**config.mk**
```make
export PLATFORM = sky130hd
export DESIGN_NAME = demux_feeder
export DESIGN_NICKNAME = d
export VERILOG_FILES = /design/src/rtl/demux_feeder.sv
export SDC_FILE = /design/constraint.sdc
export NUM_CORES = 1
export LEC_CHECK = 0
export CORE_MARGIN = 5
export CORE_UTILIZATION = 43
export CTS_CLUSTER_DIAMETER = 150
export DETAILED_ROUTE_END_ITERATION = 7
export PLACE_DENSITY = 0.74
export SYNTH_ARGS = -nofsm -noshare
export SYNTH_HDL_FRONTEND = slang
export SYNTH_SLANG_ARGS = --single-unit
```
**constraint.sdc**
```tcl
create_clock -name clk -period 1.95 [get_ports clk]
set_clock_uncertainty 0.05 [all_clocks]
set_input_delay 0.4875 -clock clk [delete_from_list [all_inputs] [get_ports clk]]
set_output_delay 0.4875 -clock clk [all_outputs]
set_load 0.1 [all_outputs]
```
**src/rtl/demux_feeder.sv**
```systemverilog
// -----------------------------------------------------------------------------
// demux_feeder
//
// Purpose:
//   Sequencer that feeds a 1-to-8 demultiplexer one bit per cycle. A byte is
//   accepted over a valid/ready handshake and latched. The block then walks
//   channels 0..7 on consecutive cycles and presents the matching data bit on
//   y, with the demux select lines and enable driven to match. An optional
//   idle gap of GAP_CYCLES cycles can follow each 8-cycle frame.
//
// Parameters:
//   GAP_CYCLES  idle cycles (enable=0) after each frame, 0..255
//   LSB_FIRST   1: channel n carries din[n]; 0: channel n carries din[7-n]
//
// Ports:
//   clk         in   rising-edge clock
//   rst_n       in   asynchronous active-low reset
//   din[7:0]    in   byte to distribute
//   din_valid   in   din is valid
//   din_ready   out  block accepts din this cycle
//   s1, s2, s3  out  demux select lines (s3 = ~ch[2], s1 = ch[1], s2 = ch[0])
//   enable      out  demux enable, high only while a bit is presented
//   y           out  demux data bit
//   busy        out  high while sending a frame or waiting out the gap
//   frame_done  out  one-cycle pulse on the last bit of a frame
// -----------------------------------------------------------------------------
module demux_feeder #(
  parameter int GAP_CYCLES = 0,
  parameter bit LSB_FIRST  = 1'b1
) (
  input  logic       clk,
  input  logic       rst_n,
  input  logic [7:0] din,
  input  logic       din_valid,
  output logic       din_ready,
  output logic       s1,
  output logic       s2,
  output logic       s3,
  output logic       enable,
  output logic       y,
  output logic       busy,
  output logic       frame_done
);

  typedef enum logic [1:0] {
    ST_IDLE = 2'd0,
    ST_SEND = 2'd1,
    ST_GAP  = 2'd2
  } state_t;

  // Back-to-back frames are only possible when no gap follows a frame.
  localparam bit         NO_GAP   = (GAP_CYCLES == 0);
  // Counter preload: the GAP state is held for GAP_CYCLES cycles, leaving
  // in the cycle where the counter reads zero.
  localparam logic [7:0] GAP_LOAD = 8'(GAP_CYCLES - 1);

  state_t     state_q, state_d;
  logic [7:0] shreg_q, shreg_d;
  logic [2:0] ch_q,    ch_d;
  logic [7:0] gap_cnt_q, gap_cnt_d;

  logic       last_ch;
  logic       xfer;
  logic [2:0] bit_idx;

  assign last_ch = (ch_q == 3'd7);

  // rst_n is folded in so the block never advertises ready while held in
  // reset, even though the state register already reads IDLE.
  assign din_ready = rst_n &&
                     ((state_q == ST_IDLE) ||
                      ((state_q == ST_SEND) && last_ch && NO_GAP));

  assign xfer = din_valid && din_ready;

  // ---------------------------------------------------------------------------
  // State register
  // ---------------------------------------------------------------------------
  always_ff @(posedge clk or negedge rst_n) begin
    if (!rst_n) begin
      state_q   <= ST_IDLE;
      shreg_q   <= 8'h00;
      ch_q      <= 3'd0;
      gap_cnt_q <= 8'h00;
    end else begin
      state_q   <= state_d;
      shreg_q   <= shreg_d;
      ch_q      <= ch_d;
      gap_cnt_q <= gap_cnt_d;
    end
  end

  // ---------------------------------------------------------------------------
  // Next-state logic
  // ---------------------------------------------------------------------------
  always_comb begin
    state_d   = state_q;
    shreg_d   = shreg_q;
    ch_d      = ch_q;
    gap_cnt_d = gap_cnt_q;

    unique case (state_q)
      ST_IDLE: begin
        if (xfer) begin
          shreg_d = din;
          ch_d    = 3'd0;
          state_d = ST_SEND;
        end
      end

      ST_SEND: begin
        if (!last_ch) begin
          ch_d = ch_q + 3'd1;
        end else if (xfer) begin
          // Only reachable without a gap: start the next frame seamlessly.
          shreg_d = din;
          ch_d    = 3'd0;
        end else if (!NO_GAP) begin
          gap_cnt_d = GAP_LOAD;
          state_d   = ST_GAP;
        end else begin
          state_d = ST_IDLE;
        end
      end

      ST_GAP: begin
        if (gap_cnt_q == 8'h00) begin
          state_d = ST_IDLE;
        end else begin
          gap_cnt_d = gap_cnt_q - 8'h01;
        end
      end

      default: begin
        state_d = ST_IDLE;
      end
    endcase
  end

  // ---------------------------------------------------------------------------
  // Output decode (combinational from registers only)
  // ---------------------------------------------------------------------------
  assign bit_idx    = LSB_FIRST ? ch_q : (3'd7 - ch_q);

  assign enable     = (state_q == ST_SEND);
  assign y          = enable && shreg_q[bit_idx];
  assign s3         = enable && !ch_q[2];
  assign s1         = enable && ch_q[1];
  assign s2         = enable && ch_q[0];
  assign frame_done = enable && last_ch;
  assign busy       = (state_q != ST_IDLE);

endmodule

```
==> results.sh, run 1 <==
export IMPL_critPathLaunchType="register"
export IMPL_synth_warnings=0
export IMPL_endpoint_kind="primary output"
export IMPL_max_slew_margin_pct=79.6
export IMPL_synth_top_family_by_area="multiplexers"
export IMPL_cts_hold_buf=0
export IMPL_min_path_type="register to register"
export IMPL_synth_xor_area_share_pct=0
export IMPL_yosys_top_cells_count="dfrtp_1, mux2_1, and2_1, nor2b_1"
export IMPL_area_delta_synth_final_pct=68.0
export IMPL_seq_area_frac_synth_pct=49.8
export IMPL_avgSynthCellArea_um2=14.4
export IMPL_utilization_pct=76.9
export IMPL_synth_area_um2=603
export IMPL_cts_sinks=12
export IMPL_fin_area_um2=1010
export IMPL_grtUsageTotal_pct=14.0
export IMPL_overflow=0
export IMPL_status="complete, but fails checks"
export IMPL_numCtsBuffers=3
export IMPL_nets=84
export IMPL_finalWirelength_um=1210
export IMPL_ioPinCount=19
export IMPL_die_w_um=47.5
export IMPL_hold_depth=1
export IMPL_grt_pass1_wl_um=2150
export IMPL_async_reset_ff_share_pct=100
export IMPL_yosys_area_share_adder_pct=4.15
export IMPL_synth_ff_type="dfrtp_1"
export IMPL_syn_inst=42
export IMPL_required_ns=1.41
export IMPL_dp_hpwl_um=973
export IMPL_synth_edf_count=0
export IMPL_failed_checks="setup timing"
export IMPL_via_per_inst=5.13
export IMPL_yosys_top_cells_area="dfrtp_1, mux2_1, mux4_1"
export IMPL_root_buffer="clkbuf_4"
export IMPL_detail_route_antenna_nets=0
export IMPL_hold_viol=0
export IMPL_grt_pass1_vias=478
export IMPL_grt_setup_unrepaired="yes"
export IMPL_fmax_mhz=465
export IMPL_grt_start_max_net_pins=11
export IMPL_routedWlPerCell_um=14.3
export IMPL_synth_seq_cells=12
export IMPL_finalSetupTns_ns=-0.500
export IMPL_io_buffers=18
export IMPL_place_area_um2=927
export IMPL_yosysMostFrequentCell="dfrtp_1"
export IMPL_yosysTopAreaCellShare_pct=49.8
export IMPL_insertion_delay_ns=0.26
export IMPL_arrival_ns=1.61
export IMPL_fin_crit_sh_pct=110
export IMPL_fin_ws_ns=-0.202
export IMPL_syn_nets=55
export IMPL_diodes=0
export IMPL_synth_compound_area_share_pct=5.19
export IMPL_worst_pin_slew_ns=0.307
export IMPL_num_rows=13
export IMPL_dieHeight_um=47.5
export IMPL_drc=0
export IMPL_initial_utilization_pct=45.8
export IMPL_yosys_area_share_simple_pct=13.5
export IMPL_cts_max_level=1
export IMPL_slew_violations=0
export IMPL_die_area_um2=2250
export IMPL_drtPass1Iterations=4
export IMPL_worstSetupPathType="register to primary output"
export IMPL_place_congestion=0.694
export IMPL_vias=436
export IMPL_clk_pin_slew_worst_paths_ns=0.07
export IMPL_fin_crit_ns=2.15
export IMPL_antenna_found_initial=0
export IMPL_coreArea_um2=1320
export IMPL_rr_worst_depth=7
export IMPL_drv_cap=0
export IMPL_drtIter0Drc=3
export IMPL_synth_distinct_cells=17
export IMPL_crit_fanout=4
export IMPL_cts_tree="built"
export IMPL_clockBufferDepth=2
export IMPL_setup_violations=3
export IMPL_synthMuxAreaShare_pct=25.5
export IMPL_drive_above_1_share_pct=50.0
export IMPL_yosysTopAreaCell="dfrtp_1"
## cells in the final DEF, fill, tap and decap left out, types with 2 or more instances in the layout
cell              n
clkdlybuf4s50_1  10
nor2b_1           2
mux2_1            8
dfrtp_1          10
and2_4            2
mux4_2            2
dfrtp_2           2
and2_0            2
buf_4             7
buf_12            8
and2_2            2
clkbuf_4          3
ha_4              2
## path summary, 6_finish.rpt
kind                            start    endpoint  slack [ns]
max in group asynchronous       rst_n  bit_idx[1]        1.01
min in group asynchronous       rst_n  bit_idx[2]        0.52
setup reg to reg           bit_idx[1]  shreg_q[4]        0.09
setup / recovery           bit_idx[1]           y       -0.20
hold / removal             shreg_q[6]  shreg_q[6]        0.44
hold reg to reg            shreg_q[6]  shreg_q[6]        0.44
## flip-flops by register name, indices dropped and copies added, names as in the netlist
| name | flops |
|---|---|
| shreg_q | 8 |
| bit_idx | 3 |
| state_q | 1 |
## layout make-up
cell class                      instances  area (um2)
Tap cell                               15        18.8
Fill cell                              85         304
Multi-Input combinational cell         28         339
Timing Repair Buffer                   25         313
Inverter                                1        3.75
Clock buffer                            4        36.3
Sequential cell                        12         303
## through the flow
stage          instances  hold slack, ns  worst slack (ns)
2_1_floorplan         42           0.142           -0.0909
3_3_place_gp          78           0.424           0.00875
3_5_place_dp          78           0.426           -0.0152
4_1_cts               84           0.447            -0.241
5_1_grt               85           0.482            -0.266
6_report              85           0.440            -0.202
## metal layers
metal	GRT usage [%]	routed length, um
met2	24.6	608
met4	6.08	7
met5	0	0
met3	3.38	100
met1	16.2	496
## critical path, stage by stage (launching register included)
cell and delay, ns:
dfrtp_2 0.41, mux4_2 0.52, a22o_4 0.26, buf_12 0.16
## logic make-up (layout without fill, tap and decap cells)
kind of cell,after synthesis,in the layout
adder cells (fa/ha/maj),2,2
buffers and inverters,2,30
AND/OR/NAND/NOR,11,11
flip-flops,12,12
multiplexers,11,11
AO/OA/AOI/OAI,4,4
## what timing repair did
action                     in CTS  in global routing
resized for setup               8                  1
cloned                          0                  0
setup buffers                   2                  1
setup endpoints to repair       3                  8
pin swaps                       2                  0
Power of run 1 is not shown: default switching activity piles up to over one toggle a cycle in this logic, so the estimate is an artifact.
==> run 2, diff against run 1 <==
==> constraint.sdc (replaced) <==
create_clock -name clk -period 2.4 [get_ports clk]
set_clock_uncertainty 0.05 [all_clocks]
set_input_delay 0.6 -clock clk [delete_from_list [all_inputs] [get_ports clk]]
set_output_delay 0.6 -clock clk [all_outputs]
set_load 0.1 [all_outputs]
==> results.sh, run 2 (synthesis results as in run 1) <==
export IMPL_drv_cap=0
export IMPL_grt_setup_unrepaired="no"
export IMPL_rr_worst_depth=5
export IMPL_grt_pass1_vias=392
export IMPL_overflow=0
export IMPL_hold_depth=1
export IMPL_fillerInstances=111
export IMPL_fin_ws_ns=0.0823
export IMPL_cts_tree="built"
export IMPL_drc=0
export IMPL_routedWlPerCell_um=12.8
export IMPL_via_per_inst=5.09
export IMPL_setup_violations=0
export IMPL_grt_start_max_net_pins=15
export IMPL_multi_input_area_um2=305
export IMPL_critPathLaunchType="register"
export IMPL_die_area_um2=2250
export IMPL_required_ns=1.75
export IMPL_worstSetupPathType="register to primary output"
export IMPL_worstReg2RegStart="bit_idx[1]"
export IMPL_r2r_end="shreg_q[2]"
export IMPL_place_ws_ns=0.308
export IMPL_r2r_slack_ns=0.73
export IMPL_fin_crit_ns=2.32
export IMPL_max_slew_margin_pct=81.6
export IMPL_grtUsageTotal_pct=11.1
export IMPL_arrival_ns=1.67
export IMPL_coreArea_um2=1320
export IMPL_endpoint_kind="primary output"
export IMPL_regMostFlops="shreg_q"
export IMPL_crit_slowest_cell="mux4_1"
export IMPL_worstHoldStart="shreg_q[1]"
export IMPL_clockBufferDepth=2
export IMPL_initial_utilization_pct=45.8
export IMPL_cts_max_level=1
export IMPL_fin_crit_sh_pct=96.6
export IMPL_crit_path_cell_trace="mux4_1 > a22o_2 > buf_12"
export IMPL_vias=407
export IMPL_dp_hpwl_um=811
export IMPL_nets=79
export IMPL_insertion_delay_ns=0.26
export IMPL_hold_end="shreg_q[1]"
export IMPL_clk_pin_slew_worst_paths_ns=0.07
export IMPL_cts_sinks=12
export IMPL_status="finished clean"
export IMPL_place_congestion=0.690
export IMPL_mostFrequentLayoutCells="dfrtp_1, clkdlybuf4s50_1, mux2_1"
export IMPL_drtIter0Drc=2
export IMPL_drive_above_1_share_pct=35.4
export IMPL_slew_violations=0
export IMPL_largest_register_ffs=8
export IMPL_root_buffer="clkbuf_4"
export IMPL_drtPass1Iterations=4
export IMPL_antenna_found_initial=0
export IMPL_crit_fanout=5
export IMPL_worst_pin_slew_ns=0.279
export IMPL_hold_viol=0
export IMPL_critPathMaxStageDelay_ns=0.56
export IMPL_fmax_mhz=431
export IMPL_die_w_um=47.5
export IMPL_diodes=0
export IMPL_io_buffers=18
export IMPL_ioPinCount=19
export IMPL_ff_latch_area_um2=303
export IMPL_min_path_type="register to register"
export IMPL_finalSetupTns_ns=0
export IMPL_numCtsBuffers=3
export IMPL_detail_route_antenna_nets=0
export IMPL_grt_pass1_wl_um=1720
export IMPL_num_rows=13
export IMPL_dieHeight_um=47.5
export IMPL_area_delta_synth_final_pct=44.2
export IMPL_finalWirelength_um=1020
-- run 2: cell types whose count changed in the layout (fill, tap and decap cells not counted), sizes merged --
cell and change:
buf -5
-- run 2: metal layers --
layer | up-vias | share of wire [%] | routed length, um | track usage [%]
li1 | 200 | - | - | -
met1 | 193 | 45 | 458 | 13.5
met2 | 14 | 46 | 470 | 18.2
met3 | 0 | 8.9 | 91 | 3.38
met4 | 0 | 0 | 0 | 4.97
met5 | - | 0 | 0 | 0
-- run 2: how the worst max path moves through the flow --
stage / startpoint / endpoint / cells after the start
final: bit_idx[1] / y / 3
after global routing: bit_idx[1] / y / 3
after CTS: bit_idx[0] / din_ready / 5
after detailed placement: rst_n / din_ready / 3
after global placement: bit_idx[1] / din_ready / 5
after floorplan: state_q[0] / y / 2
-- run 2: per-stage QoR --
step	hold WS, ns	instances	util, %	area (um2)
6_report	0.439	80	66.0	870
5_1_grt	0.463	80	66.0	870
4_1_cts	0.444	79	64.8	853
3_5_place_dp	0.427	75	62.8	827
3_3_place_gp	0.418	75	62.8	827
2_1_floorplan	0.254	42	-	611
-- run 2: final cells by class --
| cell class | count | share of cell area (%) |
|---|---|---|
| multi-input combinational | 28 | 35.1 |
| sequential | 12 | 34.8 |
| tap | 15 | 2.16 |
| timing repair buffer | 20 | 24.5 |
| clock buffer | 4 | 3.02 |
| inverter | 1 | 0.432 |
-- run 2: worst max-delay path: cells and delay by family, from the launching register on --
kind            cells  cell delay, ns
mux                 1            0.56
flops               1            0.41
compound gates      1            0.26
buf+inv             1            0.17
-- run 2: repair_timing --
action,4_1_cts,5_1_grt
setup endpoints to repair,0,2
hold buffers,0,0
setup buffers,0,1
hold endpoints to repair,0,0
resized for setup,0,3
Power of run 2 is left out for the same reason.
==> run 3, diff against run 2 <==
--- a/config.mk
+++ b/config.mk
@@ -5,10 +5,12 @@
 export SDC_FILE = /design/constraint.sdc
 export NUM_CORES = 1
 export LEC_CHECK = 0
+export CAP_MARGIN = 20
 export CORE_MARGIN = 5
 export CORE_UTILIZATION = 43
 export CTS_CLUSTER_DIAMETER = 150
 export DETAILED_ROUTE_END_ITERATION = 7
+export GPL_ROUTABILITY_DRIVEN = 1
 export PLACE_DENSITY = 0.74
 export SYNTH_ARGS = -nofsm -noshare
 export SYNTH_HDL_FRONTEND = slang
==> constraint.sdc (replaced) <==
create_clock -name clk -period 2.5 [get_ports clk]
set_clock_uncertainty 0.05 [all_clocks]
set_input_delay 0.625 -clock clk [delete_from_list [all_inputs] [get_ports clk]]
set_output_delay 0.625 -clock clk [all_outputs]
set_load 0.1 [all_outputs]
==> results.sh, run 3 (synthesis results as in run 1) <==
export IMPL_clockBufferDepth=2
export IMPL_grtUsageTotal_pct=11.4
export IMPL_insertion_delay_ns=0.26
export IMPL_critPathLaunchType="register"
export IMPL_arrival_ns=1.71
export IMPL_overflow=0
export IMPL_crit_family="multiplexers"
export IMPL_antenna_found_initial=0
export IMPL_dp_hpwl_um=811
export IMPL_detail_route_antenna_nets=0
export IMPL_place_congestion=0.689
export IMPL_required_ns=1.82
export IMPL_diodes=0
export IMPL_critPathMaxStageDelay_ns=0.58
export IMPL_grt_start_max_net_pins=15
export IMPL_fmax_mhz=419
export IMPL_min_path_type="register to register"
export IMPL_crit_fanout=5
export IMPL_via_per_inst=5.16
export IMPL_fin_crit_sh_pct=95.4
export IMPL_crit_path_cell_trace="mux4_1 > a22o_2 > buf_12"
export IMPL_io_buffers=18
export IMPL_setup_violations=0
export IMPL_drtPass1Iterations=2
export IMPL_cts_sinks=12
export IMPL_crit_buf_inv=1
export IMPL_worstSetupPathType="register to primary output"
export IMPL_slew_violations=0
export IMPL_root_buffer="clkbuf_4"
export IMPL_die_w_um=47.5
export IMPL_regMostFlops="shreg_q"
export IMPL_area_delta_synth_final_pct=41.9
export IMPL_rr_worst_depth=5
export IMPL_vias=408
export IMPL_ioPinCount=19
export IMPL_largest_register_ffs=8
export IMPL_crit_slowest_cell="mux4_1"
export IMPL_grt_pass1_vias=414
export IMPL_clk_pin_slew_worst_paths_ns=0.07
export IMPL_dieHeight_um=47.5
export IMPL_drc=0
export IMPL_initial_utilization_pct=45.8
export IMPL_coreArea_um2=1320
export IMPL_mostFrequentLayoutCells="dfrtp_1, clkdlybuf4s50_1, mux2_1"
export IMPL_drtIter0Drc=4
export IMPL_final_common_cell="dfrtp_1"
export IMPL_fin_crit_ns=2.38
export IMPL_cts_max_level=1
export IMPL_finalSetupTns_ns=0
export IMPL_hold_viol=0
export IMPL_die_area_um2=2250
export IMPL_drive_above_1_share_pct=32.8
export IMPL_worst_pin_slew_ns=0.280
export IMPL_max_slew_margin_pct=81.5
export IMPL_cts_tree="built"
export IMPL_hold_depth=1
export IMPL_num_rows=13
export IMPL_post_cts_buffers=0
export IMPL_status="finished clean"
export IMPL_routedWlPerCell_um=12.8
export IMPL_endpoint_kind="primary output"
export IMPL_grt_pass1_wl_um=1790
export IMPL_finalWirelength_um=1010
export IMPL_grt_setup_unrepaired="no"
export IMPL_cp_depth=3
export IMPL_nets=78
export IMPL_drv_cap=0
export IMPL_numCtsBuffers=3
-- run 3: repair_timing --
action,CTS,global route
endpoints found under the setup margin,0,1
hold buffers,0,0
gates resized for setup,0,1
-- run 3: path summary, 6_finish.rpt --
kind,slack (ns),from,to
max reg2reg,0.75,bit_idx[1],shreg_q[2]
min in group asynchronous,0.65,rst_n,shreg_q[1]
min,0.44,shreg_q[1],shreg_q[1]
min reg2reg,0.44,shreg_q[1],shreg_q[1]
max,0.12,bit_idx[1],y
max in group asynchronous,1.56,rst_n,state_q[0]
-- run 3: cell type report --
| type | instances | area, um2 |
|---|---|---|
| Multi-Input combinational cell | 28 | 300 |
| Clock buffer | 4 | 26.3 |
| Timing Repair Buffer | 19 | 205 |
| Sequential cell | 12 | 302 |
| Tap cell | 15 | 18.8 |
| Fill cell | 103 | 462 |
| Inverter | 1 | 3.75 |
-- run 3: per-stage QoR --
step	setup slack (ns)	hold slack (ns)	util, %	cells	cell area, um2
3_3_place_gp	0.357	0.418	62.8	75	827
5_1_grt	0.0211	0.463	65.0	79	856
6_report	0.115	0.438	65.0	79	856
2_1_floorplan	0.145	0.279	-	42	611
3_5_place_dp	0.358	0.427	62.8	75	827
4_1_cts	0.0720	0.444	64.8	79	853
-- run 3: metal layers --
layer	track usage, %	vias to the layer above	share of wire (%)
li1	-	199	-
met1	13.5	195	41
met2	19.0	14	50
met3	3.38	0	8.9
met4	4.97	0	0
met5	0	-	0
-- run 3: worst reg2reg max path: cells and delay by family, from the launching register on --
| kind | cells | cell delay [ns] |
|---|---|---|
| fa+ha+maj | 2 | 0.40 |
| mux | 1 | 0.34 |
| simple gates | 2 | 0.41 |
| flops | 1 | 0.44 |
Power of run 3 is left out for the same reason.
